### src/rtl/ram_arb_2req.sv
// ram_arb_2req
//   Two-requester front end for a shared simple-dual-port RAM (one write
//   port with byte enables, one read port with 1-cycle registered read data).
//   Each cycle at most one write and one read are granted. Each port has its
//   own round-robin pointer. Read data is routed back to the requester that
//   issued the read, using a registered tag.
//
// Build option
//   RAM_ARB_WR_BYPASS_EN : when defined, a same-cycle same-address write and
//                          read return the newly written bytes (per byte
//                          enable) instead of the old RAM contents.
//
// Ports
//   Clk, Rst_n                 clock, async active-low reset
//   ReqN_Valid/We/Addr/WD/Ben  request from master N (N = 0,1)
//   ReqN_Ready                 combinational grant
//   RspN_Valid/RD              read response pulse, one cycle after grant
//   Ram_WA/WD/WEN/WClk_En      RAM write port
//   Ram_RA/RClk_En/RD          RAM read port
module ram_arb_2req #(
  parameter int ADDR_W = 9,
  parameter int DATA_W = 16,
  parameter int BEN_W  = DATA_W / 8
) (
  input  logic              Clk,
  input  logic              Rst_n,
  input  logic              Req0_Valid,
  output logic              Req0_Ready,
  input  logic              Req0_We,
  input  logic [ADDR_W-1:0] Req0_Addr,
  input  logic [DATA_W-1:0] Req0_WD,
  input  logic [BEN_W-1:0]  Req0_Ben,
  input  logic              Req1_Valid,
  output logic              Req1_Ready,
  input  logic              Req1_We,
  input  logic [ADDR_W-1:0] Req1_Addr,
  input  logic [DATA_W-1:0] Req1_WD,
  input  logic [BEN_W-1:0]  Req1_Ben,
  output logic              Rsp0_Valid,
  output logic [DATA_W-1:0] Rsp0_RD,
  output logic              Rsp1_Valid,
  output logic [DATA_W-1:0] Rsp1_RD,
  output logic [ADDR_W-1:0] Ram_WA,
  output logic [DATA_W-1:0] Ram_WD,
  output logic [BEN_W-1:0]  Ram_WEN,
  output logic [ADDR_W-1:0] Ram_RA,
  output logic              Ram_RClk_En,
  output logic              Ram_WClk_En,
  input  logic [DATA_W-1:0] Ram_RD
);

  logic              wr_ptr, rd_ptr;
  logic              wr_c0, wr_c1, rd_c0, rd_c1;
  logic              wr_g0, wr_g1, rd_g0, rd_g1;
  logic              wr_any, rd_any;
  logic [ADDR_W-1:0] wa_q, ra_q;
  logic [DATA_W-1:0] wd_q;
  logic              rsp_pend, rsp_tag;
  logic [DATA_W-1:0] rd_data;

  // Candidates are masked by reset so nothing is granted while Rst_n is low.
  assign wr_c0 = Rst_n & Req0_Valid &  Req0_We;
  assign wr_c1 = Rst_n & Req1_Valid &  Req1_We;
  assign rd_c0 = Rst_n & Req0_Valid & ~Req0_We;
  assign rd_c1 = Rst_n & Req1_Valid & ~Req1_We;

  // Pointer names the preferred requester when both are candidates.
  assign wr_g0 = wr_c0 & (~wr_c1 | ~wr_ptr);
  assign wr_g1 = wr_c1 & (~wr_c0 |  wr_ptr);
  assign rd_g0 = rd_c0 & (~rd_c1 | ~rd_ptr);
  assign rd_g1 = rd_c1 & (~rd_c0 |  rd_ptr);

  assign wr_any = wr_g0 | wr_g1;
  assign rd_any = rd_g0 | rd_g1;

  assign Req0_Ready = wr_g0 | rd_g0;
  assign Req1_Ready = wr_g1 | rd_g1;

  // Address/data hold their last granted value on idle cycles.
  assign Ram_WA      = wr_g1 ? Req1_Addr : (wr_g0 ? Req0_Addr : wa_q);
  assign Ram_WD      = wr_g1 ? Req1_WD   : (wr_g0 ? Req0_WD   : wd_q);
  assign Ram_WEN     = wr_g1 ? Req1_Ben  : (wr_g0 ? Req0_Ben  : '0);
  assign Ram_WClk_En = wr_any;
  assign Ram_RA      = rd_g1 ? Req1_Addr : (rd_g0 ? Req0_Addr : ra_q);
  assign Ram_RClk_En = rd_any;

  always_ff @(posedge Clk or negedge Rst_n) begin
    if (!Rst_n) begin
      wr_ptr   <= 1'b0;
      rd_ptr   <= 1'b0;
      wa_q     <= '0;
      wd_q     <= '0;
      ra_q     <= '0;
      rsp_pend <= 1'b0;
      rsp_tag  <= 1'b0;
    end else begin
      if (wr_any) begin
        wr_ptr <= wr_g0;  // loser becomes preferred
        wa_q   <= Ram_WA;
        wd_q   <= Ram_WD;
      end
      if (rd_any) begin
        rd_ptr  <= rd_g0;
        ra_q    <= Ram_RA;
        rsp_tag <= rd_g1;
      end
      rsp_pend <= rd_any;
    end
  end

`ifdef RAM_ARB_WR_BYPASS_EN
  logic              byp_hit_q;
  logic [BEN_W-1:0]  byp_ben_q;
  logic [DATA_W-1:0] byp_wd_q;

  always_ff @(posedge Clk or negedge Rst_n) begin
    if (!Rst_n) begin
      byp_hit_q <= 1'b0;
      byp_ben_q <= '0;
      byp_wd_q  <= '0;
    end else begin
      byp_hit_q <= wr_any & rd_any & (Ram_WA == Ram_RA);
      byp_ben_q <= Ram_WEN;
      byp_wd_q  <= Ram_WD;
    end
  end

  // Bytes written in the colliding cycle come from the captured write data.
  always_comb begin
    rd_data = Ram_RD;
    if (byp_hit_q) begin
      for (int b = 0; b < BEN_W; b++) begin
        if (byp_ben_q[b]) rd_data[8*b +: 8] = byp_wd_q[8*b +: 8];
      end
    end
  end
`else
  assign rd_data = Ram_RD;
`endif

  assign Rsp0_Valid = rsp_pend & ~rsp_tag;
  assign Rsp1_Valid = rsp_pend &  rsp_tag;
  assign Rsp0_RD    = Rsp0_Valid ? rd_data : '0;
  assign Rsp1_RD    = Rsp1_Valid ? rd_data : '0;

endmodule

### config.mk
export PLATFORM = sky130hd
export DESIGN_NAME = ram_arb_2req
export DESIGN_NICKNAME = d
export VERILOG_FILES = /design/src/rtl/ram_arb_2req.sv
export SDC_FILE = /design/constraint.sdc
export NUM_CORES = 1
export LEC_CHECK = 0
export ABC_AREA = 0
export CORE_MARGIN = 2
export CORE_UTILIZATION = 34
export CTS_CLUSTER_SIZE = 20
export DETAILED_ROUTE_END_ITERATION = 8
export PLACE_DENSITY_LB_ADDON = 0.08
export SYNTH_ARGS = -nofsm -noshare
export SYNTH_HDL_FRONTEND = slang
export SYNTH_SLANG_ARGS = --single-unit
### constraint.sdc
create_clock -name Clk -period 1.5 [get_ports Clk]
set_clock_uncertainty 0.2 [all_clocks]
set_input_delay 0.3 -clock Clk [delete_from_list [all_inputs] [get_ports Clk]]
set_output_delay 0.3 -clock Clk [all_outputs]
set_load 0.01 [all_outputs]
==> run metrics <==
Initial Util=35.02%; total wire length=12,630 um; CTS buffer count=5; RSZ-0062 raised after global routing=true; crit path buf inv count=3; worst slew pin tran=0.4464 ns; CTS tree=built; Worst Path Max Fanout=5; max incr delay on CP=0.41 ns; ranking of synthesized cells by area=dfrtp_1 (38%), a221o_1 (20%), and2_1 (6.9%), o221ai_1 (6.2%), and4_1 (5.5%); final hold violations=0; critical path's slowest cell=dfrtp_1; initial antenna violation count=0; number of DRC markers in iteration 0=175; met1 WL=4924 um; setup tns final=-36.13 ns; #FFs+latches synth=38; Synth area leader=dfrtp_1; Slew HR=70.14%; grt ovf=0; fin nets=572; most frequent cells in the layout=buf_6 (78), clkdlybuf4s50_1 (70), a221o_1 (50); Critical Path, Cell by Cell=buf_4, a21boi_4, bufbuf_16, a221o_1, buf_2; Cell Area, Placed=0.004707 mm2; Critical Path RT=1.00 ns; startpoint types=register; IO buf count=149; P_int=2.782 mW; Met3 Wirelength=730 um; Total Power=4.148 mW; antenna cells=0; fraction of registers with async set/reset=100.0%; Final setup viols=103; # DRC=0; IO Count=150; Reg power frac=31.9%; vias per cell=5.753; synthesized area=0.002526 mm2; failing checks=negative setup slack; Cell Rows=31; fin crit share=145.4%; GPL Wtd Cong=0.7988; synthesized instance count=254; die height=90.20 um; crit path DAT=1.68 ns; HPWL after DPL=6777 um; CTS sink count=38; area grow syn2layout=128.2%; Psw=1.366 mW; Final Core Density=79.92%; Clock power frac=17.5%; Final Non-Filler Cells=594; top routing layer in use=met4; clock latency on the worst-skew pair=0.29 ns; share of the synthesized area in the top cell type=37.64%; Post-synth EDFFs=0; library cells used by synthesis=29; Lkg Pwr=2.565 nW; Max VDD drop=0.0004197 V; Worst path depth=5; post-synthesis sequential area ratio=37.64%; Synth Warn #=0; met2 wire length=6558 um; Critical Path End Type=output port; Syn Nets=330; routed len/inst=21.27 um; worst min-delay path category=input pin to async pin; combinational share of power=50.7%; Root Driver=clkbuf_8; die area=0.008135 mm2; Via Count=3,417; Post-Place Cells=536; vias in the first global route=3,482; number of antenna-violating nets in the routed design=0; RR Startpoint=rd_ptr; family with the most delay on the worst path=buffers and inverters; Pins Over Slew Limit=0; Core ar.=0.007214 mm2; DR pass1 iterations=5; Finished Cell Area=0.005766 mm2; commonest non-fill, non-tap cell in the layout=buf_6; largest net degree at the start of global routing=19; Post-synth top flop=dfrtp_1; Peak Freq=458.6 MHz; H-tree levels=2; cells on worst reg2reg path=5; Max Cap Violations=0; Mapped Avg Cell Area=9.946 um2; min setup slack post-route=-0.6805 ns; clock transition at the registers of the reported paths=0.08 ns; critical path class=register to output port; PwrDens=719.4 mW/mm2; worst setup path start=rd_ptr; switching share of power=32.93%; min cycle time layout=2.181 ns; Tot GR Track Use=27.62%; status=finished with violations; first-pass GRT wire length=18,130 um; CTS Buffer Depth=2; share of cells above drive strength 1=56.16%; Die Span X=90.20 um
[metrics by stage]
| stage | hold slack (ns) | setup slack [ns] |
|---|---|---|
| 2_1_floorplan | -0.1956 | -0.1920 |
| 3_5_place_dp | 0.1414 | -1.184 |
| 5_1_grt | 0.1024 | -0.7265 |
| 4_1_cts | 0.07719 | -0.6490 |
| 3_3_place_gp | 0.1405 | -1.195 |
| 6_report | 0.09447 | -0.6805 |
[cell families (layout without fill, tap and decap cells)]
family	after synthesis	in the layout	share of synthesized area, %
AND/OR/NAND/NOR	97	97	24.02
AO/OA/AOI/OAI	82	82	30.71
flip-flops	38	38	37.64
buffers and inverters	37	278	7.627
[worst min-delay path, cell delays in order]
cell	delay [ns]
buf_4	0.15
buf_12	0.14
buf_4	0.16
buf_4	0.16
[Yosys cell counts, types with 5 or more instances]
cell type,count
o221ai_1,18
and2_1,28
and3_1,17
nor3_1,9
inv_1,11
and4_1,16
dfrtp_1,38
clkbuf_1,8
buf_2,10
nand3_1,10
a221o_1,50
buf_6,5
nand2_1,10
[worst paths after layout]
path | endpoint | slack, ns
max in group asynchronous | ra_q[0] | 0.23
setup / recovery | Ram_RA[3] | -0.68
setup reg to reg | ra_q[3] | -0.21
hold / removal | wa_q[7] | 0.09
min in group Clk | rsp_tag | 0.20
hold reg to reg | wd_q[2] | 0.32
[power by group through the flow]
| stage | Combinational [mW] | Sequential [mW] | Clock, mW |
|---|---|---|---|
| floorplan | 0.779 | 1.30 | 0 |
| global placement | 1.67 | 1.31 | 0 |
| detailed placement | 1.69 | 1.31 | 0 |
| CTS | 1.86 | 1.30 | 0.722 |
| global route | 2.21 | 1.33 | 0.777 |
| finish | 2.10 | 1.32 | 0.724 |
[cell type report]
| cell class | count | area, um2 |
|---|---|---|
| Timing Repair Buffer | 259 | 2645 |
| Multi-Input combinational cell | 179 | 1892 |
| Fill cell | 441 | 1449 |
| Sequential cell | 38 | 953.4 |
| Tap cell | 99 | 123.9 |
| Clock buffer | 6 | 82.58 |
| Inverter | 12 | 62.56 |
| Timing Repair inverter | 1 | 6.256 |
[layer usage]
layer / vias to the layer above / global-route usage, %
met5: - / 0
met4: 0 / 11.03
met3: 35 / 5.868
met2: 167 / 48.50
met1: 1688 / 32.84
li1: 1527 / -
[timing repair]
action	CTS	global route
gates resized for setup	418	90
hold endpoints to repair	32	0
hold buffers	6	0
pin swaps	47	27
endpoints found under the setup margin	112	107
gates cloned	8	1
buffers inserted	38	15
[sequential cells by signal, summed over array words and instances, names as in the netlist]
name      count
wr_ptr        1
wa_q          9
rd_ptr        1
ra_q          9
rsp_pend      1
rsp_tag       1
wd_q         16
Power figures use the tool's default switching activity.
